[src/rtl/tcam_route_pkg.sv]
// Shared types and default widths for the TCAM route memory.
package tcam_route_pkg;

   localparam int unsigned DEF_ID_WIDTH     = 4;
   localparam int unsigned DEF_DST_WIDTH    = 4;
   localparam int unsigned DEF_WEIGHT_WIDTH = 4;
   localparam int unsigned DEF_WORDS        = 16;

   typedef enum logic [1:0] {
      StIdle,
      StMatch,
      StEmit
   } state_e;

   typedef struct packed {
      logic [DEF_ID_WIDTH-1:0]     key;
      logic [DEF_ID_WIDTH-1:0]     care;
      logic [DEF_DST_WIDTH-1:0]    dst;
      logic [DEF_WEIGHT_WIDTH-1:0] weight;
      logic                        vld;
   } tcam_entry_t;

endpackage

[src/rtl/tcam_prio_enc.sv]
// Lowest-set-bit index plus any-set / exactly-one flags for a WORDS-bit vector.
module tcam_prio_enc #(
   parameter int unsigned WORDS = 16,
   parameter int unsigned AW    = $clog2(WORDS)
) (
   input  logic [WORDS-1:0] vec,
   output logic [AW-1:0]    idx,
   output logic             any,
   output logic             one
);

   always_comb begin
      idx = '0;
      for (int i = int'(WORDS) - 1; i >= 0; i--) begin
         if (vec[i]) idx = AW'(i);
      end
      any = |vec;
      // Clearing the lowest set bit leaves zero only for a single-hot vector.
      one = any && ((vec & (vec - WORDS'(1))) == '0);
   end

endmodule

[src/rtl/tcam_route_mem.sv]
// TCAM routing table: ternary lookup, then one result beat per matching entry.
// Optional hit/miss counters are enabled with ROUTE_STATS_EN.
module tcam_route_mem
   import tcam_route_pkg::*;
#(
   parameter int unsigned ID_WIDTH     = DEF_ID_WIDTH,
   parameter int unsigned DST_WIDTH    = DEF_DST_WIDTH,
   parameter int unsigned WEIGHT_WIDTH = DEF_WEIGHT_WIDTH,
   parameter int unsigned WORDS        = DEF_WORDS,
   parameter int unsigned AW           = $clog2(WORDS)
) (
   input  logic                    clk,
   input  logic                    rst,
   input  logic                    cfg_we,
   input  logic [AW-1:0]           cfg_addr,
   input  logic [ID_WIDTH-1:0]     cfg_key,
   input  logic [ID_WIDTH-1:0]     cfg_care,
   input  logic [DST_WIDTH-1:0]    cfg_dst,
   input  logic [WEIGHT_WIDTH-1:0] cfg_weight,
   input  logic                    cfg_vld,
   input  logic                    flush,
   input  logic                    pkt_valid,
   output logic                    pkt_ready,
   input  logic [ID_WIDTH-1:0]     pkt_id,
   output logic                    out_valid,
   input  logic                    out_ready,
   output logic [DST_WIDTH-1:0]    out_dst,
   output logic [WEIGHT_WIDTH-1:0] out_weight,
   output logic                    out_last,
   output logic                    out_miss
`ifdef ROUTE_STATS_EN
   ,
   output logic [15:0]             stat_pkts,
   output logic [15:0]             stat_miss
`endif
);

   typedef struct packed {
      logic [ID_WIDTH-1:0]     key;
      logic [ID_WIDTH-1:0]     care;
      logic [DST_WIDTH-1:0]    dst;
      logic [WEIGHT_WIDTH-1:0] weight;
      logic                    vld;
   } entry_t;

   entry_t                  mem_q [WORDS];
   state_e                  state_q, state_d;
   logic [ID_WIDTH-1:0]     key_q;
   logic [WORDS-1:0]        match, hit_q, hit_d;
   logic                    load;
   logic [DST_WIDTH-1:0]    beat_dst_q;
   logic [WEIGHT_WIDTH-1:0] beat_wt_q;
   logic                    last_q, miss_q;
   logic [AW-1:0]           nxt_idx;
   logic                    nxt_any, nxt_one;
   logic                    handshake;

   // Flush wins over a coincident write; entry payload is never reset.
   always_ff @(posedge clk) begin
      if (rst) begin
         for (int i = 0; i < int'(WORDS); i++) mem_q[i].vld <= 1'b0;
      end else if (flush) begin
         for (int i = 0; i < int'(WORDS); i++) mem_q[i].vld <= 1'b0;
      end else if (cfg_we) begin
         mem_q[cfg_addr] <= '{key: cfg_key, care: cfg_care, dst: cfg_dst,
                              weight: cfg_weight, vld: cfg_vld};
      end
   end

   always_comb begin
      for (int i = 0; i < int'(WORDS); i++) begin
         match[i] = mem_q[i].vld && (((key_q ^ mem_q[i].key) & mem_q[i].care) == '0);
      end
   end

   assign pkt_ready = (state_q == StIdle) && !rst;
   assign out_valid = (state_q == StEmit) && !rst;
   assign out_last  = out_valid && last_q;
   assign out_miss  = out_valid && miss_q;
   assign out_dst    = out_valid ? beat_dst_q : '0;
   assign out_weight = out_valid ? beat_wt_q  : '0;
   assign handshake = out_valid && out_ready;

   always_comb begin
      state_d = state_q;
      hit_d   = hit_q;
      load    = 1'b0;
      unique case (state_q)
         StIdle: if (pkt_valid) state_d = StMatch;
         StMatch: begin
            hit_d   = match;
            load    = 1'b1;
            state_d = StEmit;
         end
         StEmit: begin
            if (handshake) begin
               hit_d = hit_q & (hit_q - WORDS'(1));
               load  = 1'b1;
               if (last_q) state_d = StIdle;
            end
         end
         default: state_d = StIdle;
      endcase
   end

   // Encoder looks at the next hit vector so each beat is registered ahead of time.
   tcam_prio_enc #(
      .WORDS (WORDS),
      .AW    (AW)
   ) u_prio_enc (
      .vec (hit_d),
      .idx (nxt_idx),
      .any (nxt_any),
      .one (nxt_one)
   );

   always_ff @(posedge clk) begin
      if (state_q == StIdle && pkt_valid) key_q <= pkt_id;
   end

   always_ff @(posedge clk) begin
      if (rst) begin
         state_q    <= StIdle;
         hit_q      <= '0;
         beat_dst_q <= '0;
         beat_wt_q  <= '0;
         last_q     <= 1'b0;
         miss_q     <= 1'b0;
      end else begin
         state_q <= state_d;
         hit_q   <= hit_d;
         if (load) begin
            beat_dst_q <= nxt_any ? mem_q[nxt_idx].dst    : '0;
            beat_wt_q  <= nxt_any ? mem_q[nxt_idx].weight : '0;
            last_q     <= nxt_one || !nxt_any;
            miss_q     <= !nxt_any;
         end
      end
   end

`ifdef ROUTE_STATS_EN
   always_ff @(posedge clk) begin
      if (rst) begin
         stat_pkts <= '0;
         stat_miss <= '0;
      end else begin
         if (pkt_valid && pkt_ready && stat_pkts != 16'hFFFF) stat_pkts <= stat_pkts + 16'd1;
         if (handshake && out_miss && stat_miss != 16'hFFFF) stat_miss <= stat_miss + 16'd1;
      end
   end
`endif

endmodule

[config.mk]
export PLATFORM = sky130hd
export DESIGN_NAME = tcam_route_mem
export DESIGN_NICKNAME = d
export VERILOG_FILES = /design/src/rtl/tcam_route_pkg.sv /design/src/rtl/tcam_prio_enc.sv /design/src/rtl/tcam_route_mem.sv
export SDC_FILE = /design/constraint.sdc
export NUM_CORES = 1
export LEC_CHECK = 0
export ABC_CLOCK_PERIOD_IN_PS = 4700
export CORE_MARGIN = 3
export CORE_UTILIZATION = 61
export CTS_CLUSTER_DIAMETER = 40
export DETAILED_ROUTE_END_ITERATION = 16
export PLACE_DENSITY = 0.8
export SLEW_MARGIN = 20
export SYNTH_ARGS = -nofsm -noshare
export SYNTH_HDL_FRONTEND = slang
export SYNTH_SLANG_ARGS = --single-unit
[constraint.sdc]
create_clock -name clk -period 4.7 [get_ports clk]
set_input_delay 0.705 -clock clk [delete_from_list [all_inputs] [get_ports clk]]
set_output_delay 0.705 -clock clk [all_outputs]
set_load 0.005 [all_outputs]
==> summary.md, run 1 <==
| Metric | Value |
|---|---|
| Fmax | `0.236 GHz` |
| Syn Inst Count | `819` |
| RSZ-0062 raised after global routing | `false` |
| Tightest Hold Check Type | `reg -> reg` |
| Yosys reg bits | `304` |
| First DRT Iteration DRCs | `730` |
| Area of the core | `19,700 um^2` |
| Non-filler cells, final | `1,199` |
| Hold WS | `0.476 ns` |
| Setup bufs post-CTS | `0` |
| Vias | `7,512` |
| Metal3 WL | `2810 um` |
| CTS Hold Bufs | `0` |
| Io pins | `43` |
| Clk sinks | `304` |
| Top cells by area, synth | `edfxtp_1 (67%), dfxtp_1 (4.5%), xor2_1 (4.5%)` |
| Critical path type | `reg -> reg` |
| Worst-margin pin slew | `0.872 ns` |
| Hold Fails Final Rpt | `0` |
| Max Root-Sink Buffers | `3` |
| First-pass GRT wire length | `44,600 um` |
| CP Launch Type | `flop` |
| I/O Buffers | `42` |
| Clock Tree Root | `clkbuf_16` |
| Initial Util | `63.0%` |
| Insertion delay to the later sink of the worst-skew pair | `0.51 ns` |
| DR top layer | `met4` |
| Vias per cell | `6.27` |
| Share of the synthesized area in the top cell type | `66.7%` |
| Biggest area consumer among synthesized cells | `edfxtp_1` |
| Clk_skew | `0.0205 ns` |
| Mapped Nets | `854` |
| Worst Setup End Kind | `flop` |
| Number of global-route vias before repair | `7,609` |
| Endpoints failing setup | `0` |
| Router iterations before antenna repair | `6` |
| Share of cells above drive strength 1 | `14.6%` |
| Relative slew margins | `41.7%` |
| Antenna fix cells | `0` |
| CTS tree | `done` |
| Detail Route met2 WL | `14,000 um` |
| Grt ovf | `0` |
| P per Cell Area | `472 nW/um^2` |
| P_leak | `0.00529 uW` |
| Peak supply drop | `333 uV` |
| Pin count of the biggest net entering global routing | `25` |
| Outcome | `completed` |
| Initial antenna violation count | `0` |
| Avg Cell Area, Syn | `15.2 um^2` |
| HPWL after detailed placement | `18,600 um` |
| Tmin final | `4.23 ns` |
| Setup TNS | `0 ns` |
| All-Layer GR Usage | `27.3%` |
| Yosys Warn Count | `0` |
| Final WL | `29,600 um` |
| Dpl cells | `1,132` |
| Max-cap check violation count | `0` |
| FFs w/ async S/R, synth | `0%` |
| Worst EP arrival | `4.61 ns` |
| CTS buffer count | `37` |
| Mapped Area | `12,400 um^2` |
| Die Wd | `149 um` |
| Post-CTS resize count | `0` |
| Worst-path fanout max | `22` |
| Die Y | `149 um` |
| Final slew viol count | `0` |
| Post-synth EDFFs | `276` |
| Proportion of synthesized chip area in sequential cells | `71.2%` |
| Final #Nets | `941` |
| Std cell rows | `51` |
| Final period util | `90.1%` |
| Gp weighted congestion | `0.906` |
| DIE AREA | `22,100 um^2` |
| WL met1 | `11,800 um` |
| DRC Markers | `0` |
| P&R area growth vs syn | `17.4%` |
| # fillers | `1,202` |
| H-tree levels | `2` |
| Prevailing post-synth register cell | `edfxtp_1` |
| Wirelength per Cell | `24.7 um` |
| Post-DRT Antenna Nets | `0` |
| Count of cell types in the netlist | `66` |
| Data required, critical path | `5.07 ns` |
| Clock transition at the registers of the reported paths | `0.06 ns` |
[synth_stat cells (3+ instances only)]
| library cell | number |
|---|---|
| edfxtp_1 | 276 |
| xor2_1 | 64 |
| nand2_1 | 45 |
| nor2_1 | 44 |
| mux2i_1 | 42 |
| dfxtp_1 | 28 |
| o21ai_0 | 27 |
| and2_1 | 24 |
| mux2_2 | 24 |
| a21oi_1 | 23 |
| nand3_1 | 21 |
| a222oi_1 | 15 |
| clkbuf_1 | 13 |
| nor3_1 | 13 |
| a22oi_1 | 11 |
| buf_2 | 11 |
| and3_1 | 10 |
| nor2b_1 | 10 |
| a32oi_1 | 9 |
| nand2b_1 | 8 |
| nand4_1 | 8 |
| a2bb2oi_1 | 7 |
| inv_1 | 7 |
| o21ai_1 | 7 |
| o221ai_1 | 5 |
| a22o_1 | 4 |
| ha_1 | 4 |
| a31oi_1 | 3 |
| and3b_1 | 3 |
| buf_1 | 3 |
| buf_6 | 3 |
[path summary, 6_finish.rpt]
path | from | to | slack (ns) | cells after the start
max | state_q[0]$_SDFFE_PP0P_ | beat_wt_q[3]$_SDFFE_PP0P_ | 0.47 | 14
min | beat_dst_q[2]$_SDFFE_PP0P_ | beat_dst_q[2]$_SDFFE_PP0P_ | 0.48 | 2
max reg2reg | state_q[0]$_SDFFE_PP0P_ | beat_wt_q[3]$_SDFFE_PP0P_ | 0.47 | 14
min reg2reg | beat_dst_q[2]$_SDFFE_PP0P_ | beat_dst_q[2]$_SDFFE_PP0P_ | 0.48 | 2
[sequential cells by signal, summed over array words and instances, names as in the netlist]
signal,flops
hit_q,16
beat_dst_q,4
miss_q,1
last_q,1
key_q,4
state_q,2
beat_wt_q,4
mem_q,272
[where the power goes]
part	leakage, uW	switching [uW]	internal, uW	total (uW)
registers	0.00274	39.1	3000	3030
clock network	0.000605	1090	1780	2870
logic	0.00195	604	378	981
total	0.00529	1730	5150	6880
[logic make-up after synthesis]
kind of cell,share of synthesized area (%)
XOR/XNOR,4.51
flip-flops,71.2
adder cells (fa/ha/maj),0.564
multiplexers,5.56
buffers and inverters,1.92
AND/OR/NAND/NOR,8.41
AO/OA/AOI/OAI,7.81
[worst max-delay path: stages (launching register included)]
cell,delay [ns]
dfxtp_1,0.36
inv_1,0.10
ha_1,0.43
buf_4,0.26
nand3_1,0.12
a21oi_1,0.06
a22o_1,0.17
a31oi_1,0.45
o211ai_1,0.19
a311o_1,0.38
a41oi_4,0.44
buf_12,0.25
mux2_2,0.35
o221ai_1,0.36
o21ai_1,0.15
[cells in the final DEF, fill, tap and decap left out, types with 4 or more instances in the layout]
cell type	count
nor3_2	4
clkinvlp_4	4
a2bb2oi_1	7
nor3_1	9
a22oi_1	11
and3_1	10
mux2_2	24
nand2_1	45
a32oi_1	9
inv_8	4
and2_1	24
o21ai_0	27
dfxtp_1	28
buf_4	39
nand4_1	8
o21ai_1	7
o221ai_1	5
inv_1	7
a222oi_1	15
bufinv_16	4
a22o_1	4
ha_1	4
edfxtp_1	276
nor2_1	44
xor2_1	64
nand2b_1	8
nor2b_1	10
clkbuf_1	7
clkbuf_16	39
nand3_1	21
clkdlybuf4s50_1	42
a21oi_1	23
mux2i_1	42
[per-stage QoR]
stage          power, uW  setup WS, ns  area (um^2)  utilization, %
2_1_floorplan       3740         0.929        12400               -
3_3_place_gp        4020         0.208        13300            67.6
3_5_place_dp        4040         0.178        13300            67.6
4_1_cts             6900         0.567        14600            74.0
5_1_grt             7110         0.136        14600            74.0
6_report            6880         0.467        14600            74.0
[routing by layer]
layer	up-vias	GRT usage (%)
met2	377	42.8
met5	-	0
met4	0	9.75
met1	3727	38.0
met3	69	6.61
li1	3339	-
[area by class of cell]
cell class                      count  area, um^2  area share (%)
Clock buffer                       47        1020            6.96
Clock inverter                     20         244            1.67
Timing Repair Buffer               83         753            5.16
Tap cell                          265         332            2.27
Multi-Input combinational cell    472        3370            23.1
Sequential cell                   304        8850            60.6
Inverter                            8        30.0           0.206
No activity file was read; power rests on OpenSTA's default activity.
==> run 2, diff against run 1 <==
- CAP_MARGIN: default -> 10
==> results of run 2 <==
Final layout, timing and power as in run 1 (identical DEF).
